## config.mk

```make
export PLATFORM = sky130hd
export DESIGN_NAME = nibble_serial_adder
export DESIGN_NICKNAME = d
export VERILOG_FILES = /design/src/rtl/nibble_serial_adder.sv
export SDC_FILE = /design/constraint.sdc
export NUM_CORES = 1
export LEC_CHECK = 0
export BUFFER_PORTS_ARGS = -buffer_cell sky130_fd_sc_hd__buf_2
export CORE_MARGIN = 5
export CORE_UTILIZATION = 45
export CTS_BUF_LIST = sky130_fd_sc_hd__clkbuf_8
export DETAILED_ROUTE_END_ITERATION = 8
export GPL_ROUTABILITY_DRIVEN = 0
export PLACE_DENSITY = 0.71
export SLEW_MARGIN = 20
export SYNTH_ARGS = -nofsm -noshare
export SYNTH_HDL_FRONTEND = slang
export SYNTH_SLANG_ARGS = --single-unit
```

## constraint.sdc

```tcl
create_clock -name clk -period 5.55 [get_ports clk]
set_input_delay 0.555 -clock clk [delete_from_list [all_inputs] [get_ports clk]]
set_output_delay 0.555 -clock clk [all_outputs]
set_load 0.05 [all_outputs]
```

## src/rtl/nibble_serial_adder.sv

```systemverilog
// -----------------------------------------------------------------------------
// nibble_serial_adder
//
// Multi-cycle WIDTH-bit adder/subtractor built around one 4-bit carry-lookahead
// slice. It processes one nibble per cycle, LSB first. A registered carry links
// consecutive nibbles. Subtraction is A + ~B + 1.
//
// Ports
//   clk       : clock; all state updates on the rising edge
//   rst_n     : asynchronous active-low reset
//   in_valid  : request valid
//   in_ready  : block can accept a request (state == IDLE)
//   a, b      : operands, sampled on accept
//   sub       : 0 = A+B+cin, 1 = A-B (cin ignored), sampled on accept
//   cin       : carry-in for add, sampled on accept
//   out_valid : result valid (state == DONE)
//   out_ready : consumer accepts the result
//   sum       : result, modulo 2^WIDTH
//   cout      : carry out of the MSB; for sub, 1 = no borrow
//   overflow  : signed two's-complement overflow
// -----------------------------------------------------------------------------
module nibble_serial_adder #(
   parameter int WIDTH = 32
) (
   input  logic             clk,
   input  logic             rst_n,
   input  logic             in_valid,
   output logic             in_ready,
   input  logic [WIDTH-1:0] a,
   input  logic [WIDTH-1:0] b,
   input  logic             sub,
   input  logic             cin,
   output logic             out_valid,
   input  logic             out_ready,
   output logic [WIDTH-1:0] sum,
   output logic             cout,
   output logic             overflow
);

   localparam int NIB = WIDTH / 4;
   localparam int CW  = (NIB > 1) ? $clog2(NIB) : 1;
   localparam logic [CW-1:0] LAST = CW'(NIB - 1);

   typedef enum logic [1:0] {IDLE, BUSY, DONE} state_t;

   state_t           state, state_next;
   logic [WIDTH-1:0] a_reg, b_reg, sum_reg;
   logic [CW-1:0]    cnt;
   logic             carry, cout_reg, ovf_reg;
   logic             accept, last;

   logic [3:0]       a_nib, b_nib, g, p, s_nib;
   logic             c1, c2, c3, c4;

   assign in_ready  = (state == IDLE);
   assign out_valid = (state == DONE);
   assign accept    = in_valid && in_ready;
   assign last      = (cnt == LAST);

   assign sum      = sum_reg;
   assign cout     = cout_reg;
   assign overflow = ovf_reg;

   // Select the current nibble of each operand. A compare-per-nibble mux keeps
   // every part-select index constant.
   // NOTE: every always_comb output gets a default first, so no path through the block can infer a latch.
   always_comb begin
      a_nib = '0;
      b_nib = '0;
      for (int k = 0; k < NIB; k++) begin
         if (cnt == CW'(k)) begin
            a_nib = a_reg[4*k +: 4];
            b_nib = b_reg[4*k +: 4];
         end
      end
   end

   // 4-bit carry-lookahead slice. The only carry input is the carry register,
   // so there is no combinational path from a/b to sum.
   assign g  = a_nib & b_nib;
   assign p  = a_nib ^ b_nib;
   assign c1 = g[0] | (p[0] & carry);
   assign c2 = g[1] | (p[1] & g[0]) | (p[1] & p[0] & carry);
   assign c3 = g[2] | (p[2] & g[1]) | (p[2] & p[1] & g[0])
             | (p[2] & p[1] & p[0] & carry);
   assign c4 = g[3] | (p[3] & g[2]) | (p[3] & p[2] & g[1])
             | (p[3] & p[2] & p[1] & g[0]) | ((&p) & carry);
   assign s_nib = p ^ {c3, c2, c1, carry};

   // NOTE: sequential state is assigned only with non-blocking (<=) so all registers update together at the edge.
   always_ff @(posedge clk or negedge rst_n) begin
      if (!rst_n) state <= IDLE;
      else        state <= state_next;
   end

   always_comb begin
      state_next = state;
      unique case (state)
         IDLE:    if (accept)    state_next = BUSY;
         BUSY:    if (last)      state_next = DONE;
         DONE:    if (out_ready) state_next = IDLE;
         default:                state_next = IDLE;
      endcase
   end

   // NOTE: every register, including the operand latches, is reset. This lets an abort in BUSY or DONE return all outputs to known values at once.
   always_ff @(posedge clk or negedge rst_n) begin
      if (!rst_n) begin
         a_reg    <= '0;
         b_reg    <= '0;
         sum_reg  <= '0;
         cnt      <= '0;
         carry    <= 1'b0;
         cout_reg <= 1'b0;
         ovf_reg  <= 1'b0;
      end else if (accept) begin
         // Subtraction is A + ~B + 1, so the operand is inverted here and the
         // carry-in is forced to 1.
         a_reg   <= a;
         b_reg   <= b ^ {WIDTH{sub}};
         carry   <= sub ? 1'b1 : cin;
         sum_reg <= '0;
         cnt     <= '0;
      end else if (state == BUSY) begin
         for (int k = 0; k < NIB; k++) begin
            if (cnt == CW'(k)) sum_reg[4*k +: 4] <= s_nib;
         end
         carry <= c4;
         if (last) begin
            cout_reg <= c4;
            // c3 is the carry into the MSB and c4 is the carry out of it.
            ovf_reg  <= c3 ^ c4;
         end else begin
            cnt <= cnt + 1'b1;
         end
      end
   end

endmodule

```

==> flow_summary.json, run 1 <==
{
  "worstPathRequired_ps": 5800,
  "run_status": "complete, no violations",
  "pwr-share-comb": 0.564,
  "final_cells": 824,
  "synth_area_leaders": "dfrtp_1, nand2_1, xnor2_1",
  "yosysSeqAreaShare": 0.473,
  "grt_pass1_vias": 4535,
  "totalNegativeSetupSlack_ps": 0,
  "switching_power_uw": 2110,
  "dp.final_hpwl_um": 9840,
  "p_int_uw": 2160,
  "drive_gt1_frac": 0.213,
  "synth_most_common_cell": "nand2_1",
  "final-setup-viol-count": 0,
  "post-route-period-util": 0.684,
  "dp_cells": 808,
  "port_buffers": 105,
  "hp-class": "primary input to async pin",
  "total_power_uw": 4270,
  "relSlewSlack": 0.392,
  "cts_buffer_depth": 2,
  "start_util": 0.458,
  "firstDrtPassIters": 5,
  "avgSynthCellArea_um2": 9.22,
  "netlist.area_leader.share": 0.473,
  "wl_um": 13500,
  "timing.max_cap.violations": 0,
  "min_period_ps": 3800,
  "ys_async_sr_fraction": 1.00,
  "syn_to_final_growth_pct": 12.6,
  "die_h_um": 121,
  "antenna_found_initial": 0,
  "leakage_uw": 0.00306,
  "clkLatencyLatePin_ps": 370,
  "layout.nets": 754,
  "grt_max_degree": 74,
  "core_um2": 12000,
  "fp.dieW_um": 121,
  "ios": 106,
  "clockPowerShare": 0.119,
  "post_cts_resized": 0,
  "syn_inst": 596,
  "dieArea_um2": 14500,
  "synth_area_um2": 5500,
  "vias": 4463,
  "max_freq_mhz": 263,
  "rsz0062_at_grt": "no",
  "yosysWarnings": 0,
  "fin_skew_ps": 12.1,
  "cts_tree": "built",
  "yosysTopAreaCell": "dfrtp_1",
  "ctsHoldBuffers": 0,
  "drtIter0Drc": 390,
  "switching_share": 0.494,
  "row_count": 40,
  "n_antenna_cell": 0,
  "hold_violations": 0,
  "ys.flop_type": "dfrtp_1",
  "ir_drop_uv": 379,
  "viasPerCell": 5.42,
  "clock-sinks": 104,
  "synth_edf_count": 0,
  "endpoint_kind": "flop",
  "path_max_fanout": 19,
  "cts_inserted_buffers": 9,
  "synthTopCellsByCount": "nand2_1, dfrtp_1, o21ai_0",
  "worst_slew_pin_slew_ps": 912,
  "post_cts_buffers": 0,
  "holdWs_ps": 198,
  "synth-seq-cells": 104,
  "filler_cell_count": 1092,
  "clkTransAtPathRegs_ps": 100,
  "grt_pass1_wl_um": 22400,
  "seqPwrFrac": 0.317,
  "cp.arrival_ps": 4050,
  "cts-root-buf": "clkbuf_8",
  "p_per_area_nw_per_um2": 689,
  "synth_cell_type_count": 56,
  "postRouteAntennaNets": 0,
  "grt_usage": 0.191,
  "htreeDepth": 3,
  "drcViolationCount": 0,
  "critical_path_class": "flop to flop",
  "overflow": 0,
  "maxSlewViolCount": 0,
  "crit_path_start_kind": "flop",
  "synth_nets": 678,
  "wl_per_cell_um": 16.4
}
## final timing paths
kind                                            from                     to  slack (ps)  depth (start not counted)
worst max-delay path              cnt[2]$_DFFE_PN0P_    sum[10]$_DFFE_PN0P_        1750                          9
worst min-delay path                           rst_n   b_reg[1]$_DFFE_PN0P_         200                          1
worst max register to register    cnt[2]$_DFFE_PN0P_    sum[10]$_DFFE_PN0P_        1750                          9
max in group asynchronous                      rst_n  a_reg[21]$_DFFE_PN0P_        4240                          2
worst min register to register  b_reg[6]$_DFFE_PN0P_   b_reg[6]$_DFFE_PN0P_         490                          2
min in group clk                                a[5]   a_reg[5]$_DFFE_PN0P_         380                          3
## stage by stage
step | setup WS (ps) | util | area (um^2)
5_1_grt | 1360 | 0.516 | 6190
3_3_place_gp | 1980 | 0.498 | 5980
3_5_place_dp | 1810 | 0.498 | 5980
6_report | 1750 | 0.516 | 6190
4_1_cts | 1800 | 0.516 | 6190
2_1_floorplan | 2540 | - | 5500
## power by group through the flow
stage	sequential [uW]	clock [uW]	combinational (uW)
after floorplan	1590	0	1620
after global placement	1360	0	2320
after detailed placement	1370	0	2400
after CTS	1350	514	2410
after global routing	1390	546	2660
final	1350	508	2410
## critical path, stage by stage, from the launching register on
cell and delay, ps:
dfrtp_1 670, ha_1 720, clkinv_1 500, nor2_1 250, a21oi_1 90, ha_1 310
a21o_1 190, a21oi_2 490, nor3_1 90, a2111oi_1 370
## placed cells by master (no fill, tap or decap), types with 4 or more instances in the layout
cell type,netlist,routed
o21ai_0,53,53
a2bb2oi_1,6,6
nor2b_1,16,16
a221oi_1,5,5
nor2_1,32,32
mux2i_1,5,5
nand3_1,16,16
o31ai_1,5,5
inv_1,10,13
a221o_1,7,7
xnor2_1,33,33
nand2_1,147,146
a21oi_1,24,24
nor3_1,14,14
ha_1,11,11
nand3b_1,4,4
clkbuf_8,0,10
buf_2,18,104
buf_4,7,5
a211oi_1,6,6
dfrtp_1,104,104
a22o_1,7,7
nor3b_1,4,4
## routing by layer
layer  vias up  share of wire  GRT usage  routed length [um]
met5         -              0          0                   0
met4         0          0.022     0.0680                 303
met3        23          0.048     0.0351                 646
met2       109           0.49      0.309                6560
met1      2155           0.44      0.257                6000
li1       2176              -          -                   -
## logic make-up after synthesis
kind of cell	share of synthesized area
XOR/XNOR	0.0555
buffers and inverters	0.0571
multiplexers	0.00910
adder cells (fa/ha/maj)	0.0287
AND/OR/NAND/NOR	0.211
flip-flops	0.473
AO/OA/AOI/OAI	0.166
## final cells by class
type | instances | area (um^2) | area share
inverter | 13 | 48.8 | 0.00788
tap | 147 | 184 | 0.0297
clock buffer | 10 | 138 | 0.0222
clock inverter | 6 | 76.3 | 0.0123
sequential | 104 | 2600 | 0.420
multi-input combinational | 435 | 2580 | 0.417
timing repair buffer | 109 | 558 | 0.0901
(Power assumes the default switching activity.)
==> inputs of run 2 (changes only) <==
Settings changed: ABC_AREA set to 1.
Clock period 5.55 ns to 3.5 ns, I/O delays scaled along.
==> flow_summary.json, run 2 <==
{
  "netlist.area_leader.share": 0.489,
  "crit_family": "simple AND/OR/NAND/NOR gates",
  "final_cells": 891,
  "r2r_slack_ps": 400,
  "ir_drop_uv": 499,
  "ys.flop_type": "dfrtp_1",
  "critPathMaxStageDelay_ps": 410,
  "drive_gt1_frac": 0.227,
  "n_antenna_cell": 0,
  "critical_path_class": "flop to flop",
  "dieArea_um2": 14100,
  "layout.nets": 826,
  "layout_common_cells": "nand2_1, dfrtp_1, buf_2",
  "fin_skew_ps": 12.3,
  "endpoint_kind": "flop",
  "p_per_area_nw_per_um2": 1130,
  "synth_cell_type_count": 32,
  "htreeDepth": 3,
  "syn_to_final_growth_pct": 14.2,
  "yosysSeqAreaShare": 0.489,
  "crit_path_start_kind": "flop",
  "avgSynthCellArea_um2": 8.16,
  "viasPerCell": 4.91,
  "cts_buffer_depth": 2,
  "cp.arrival_ps": 3400,
  "cts_tree": "built",
  "startpoint": "cnt[1]$_DFFE_PN0P_",
  "wl_um": 12200,
  "die_h_um": 119,
  "grt_max_degree": 64,
  "seqCellArea_um2": 2600,
  "multi_input_area_um2": 2350,
  "dp.final_hpwl_um": 9210,
  "synth_edf_count": 0,
  "drtIter0Drc": 390,
  "holdWs_ps": 151,
  "max_freq_mhz": 322,
  "grt_usage": 0.177,
  "rsz0062_at_grt": "no",
  "vias": 4372,
  "post-route-period-util": 0.887,
  "r2r_start": "cnt[1]$_DFFE_PN0P_",
  "leakage_uw": 0.00325,
  "timing.max_cap.violations": 0,
  "path_max_fanout": 15,
  "filler_cell_count": 1124,
  "hp-class": "primary input to flop",
  "syn_inst": 652,
  "fp.dieW_um": 119,
  "ios": 106,
  "drcViolationCount": 0,
  "overflow": 0,
  "synth_area_leaders": "dfrtp_1, nand2_1, xnor2_1",
  "postRouteAntennaNets": 0,
  "antenna_found_initial": 0,
  "critPathSlowestCell": "dfrtp_1",
  "relSlewSlack": 0.401,
  "fin_util": 0.528,
  "min_period_ps": 3100,
  "synthTopCellsByCount": "nand2_1, dfrtp_1, o21ai_1",
  "synth_area_um2": 5320,
  "start_util": 0.462,
  "port_buffers": 105,
  "synth_most_common_cell": "nand2_1",
  "grt_pass1_vias": 4264,
  "synth_nets": 734,
  "worstHoldStart": "out_ready",
  "clkTransAtPathRegs_ps": 90,
  "synth-seq-cells": 104,
  "totalNegativeSetupSlack_ps": 0,
  "ys_async_sr_fraction": 1.00,
  "run_status": "complete, no violations",
  "row_count": 39,
  "dp_cells": 875,
  "wl_per_cell_um": 13.7,
  "cts_inserted_buffers": 9,
  "core_um2": 11500,
  "cts-root-buf": "clkbuf_8",
  "final-setup-viol-count": 0,
  "clkLatencyLatePin_ps": 370,
  "yosysWarnings": 0,
  "path_cells": "inv_1 -> ha_1 -> nand2_1 -> inv_1 -> nor2_1 -> nand2_1 -> nand2_1 -> nand2_1 -> nand2_1 -> ha_1 -> nand3_1 -> nand3_1 -> a21oi_1 -> inv_2 -> nand2_1 -> nand3_2 -> o21ai_1",
  "worst_slew_pin_slew_ps": 898,
  "clock-sinks": 104,
  "cp_num_buf_inv": 3,
  "grt_pass1_wl_um": 20600,
  "firstDrtPassIters": 4,
  "post_cts_buffers": 0,
  "final_common_cell": "nand2_1",
  "worstPathRequired_ps": 3800,
  "maxSlewViolCount": 0,
  "crit_top_cell": "nand2_1",
  "yosysTopAreaCell": "dfrtp_1",
  "hold_violations": 0
}
## run 2: layout make-up
| cell class | instances | area share |
|---|---|---|
| clock inverter | 5 | 0.00803 |
| inverter | 50 | 0.0313 |
| sequential | 104 | 0.428 |
| timing repair buffer | 110 | 0.0935 |
| multi-input combinational | 469 | 0.387 |
| clock buffer | 10 | 0.0227 |
| tap | 143 | 0.0294 |
## run 2: logic make-up (layout without fill, tap and decap cells)
group           count (synthesis)  after routing  synth area share
simple gates                  335            335             0.255
xor+xnor                       34             34            0.0560
compound gates                 88             88            0.0999
flops                         104            104             0.489
fa+ha+maj                      12             12            0.0296
buf+inv                        79            175            0.0703
## run 2: where the power goes
| part | internal (uW) | switching [uW] |
|---|---|---|
| combinational | 1200 | 2820 |
| sequential | 1780 | 355 |
| clock | 340 | 387 |
## run 2: through the flow
| stage | worst slack, ps | power, uW | area, um^2 |
|---|---|---|---|
| after floorplan | 789 | 5300 | 5320 |
| after global placement | 599 | 6030 | 5880 |
| after detailed placement | 389 | 6190 | 5880 |
| after CTS | 371 | 6940 | 6070 |
| after global routing | 75.4 | 7470 | 6080 |
| final | 396 | 6880 | 6080 |
## run 2: path summary, 6_finish.rpt
path,end,cells after the start
worst max register to register,sum[11]$_DFFE_PN0P_,17
worst max-delay path,sum[11]$_DFFE_PN0P_,17
worst min register to register,a_reg[15]$_DFFE_PN0P_,2
max in group asynchronous,b_reg[23]$_DFFE_PN0P_,3
min in group asynchronous,sum[4]$_DFFE_PN0P_,2
worst min-delay path,state[1]$_DFFE_PN0P_,2
## run 2: repair_timing
item                                    CTS  global route
endpoints found under the setup margin    0             4
resized for setup                         0             1
endpoints found under the hold margin    43             0
hold buffers                              1             0
## run 2: metal layers
layer | vias to the layer above | wire [um] | GRT usage
li1 | 2232 | - | -
met1 | 1994 | 5930 | 0.257
met2 | 134 | 5340 | 0.262
met3 | 12 | 794 | 0.0454
met4 | 0 | 140 | 0.0558
met5 | - | 0 | 0
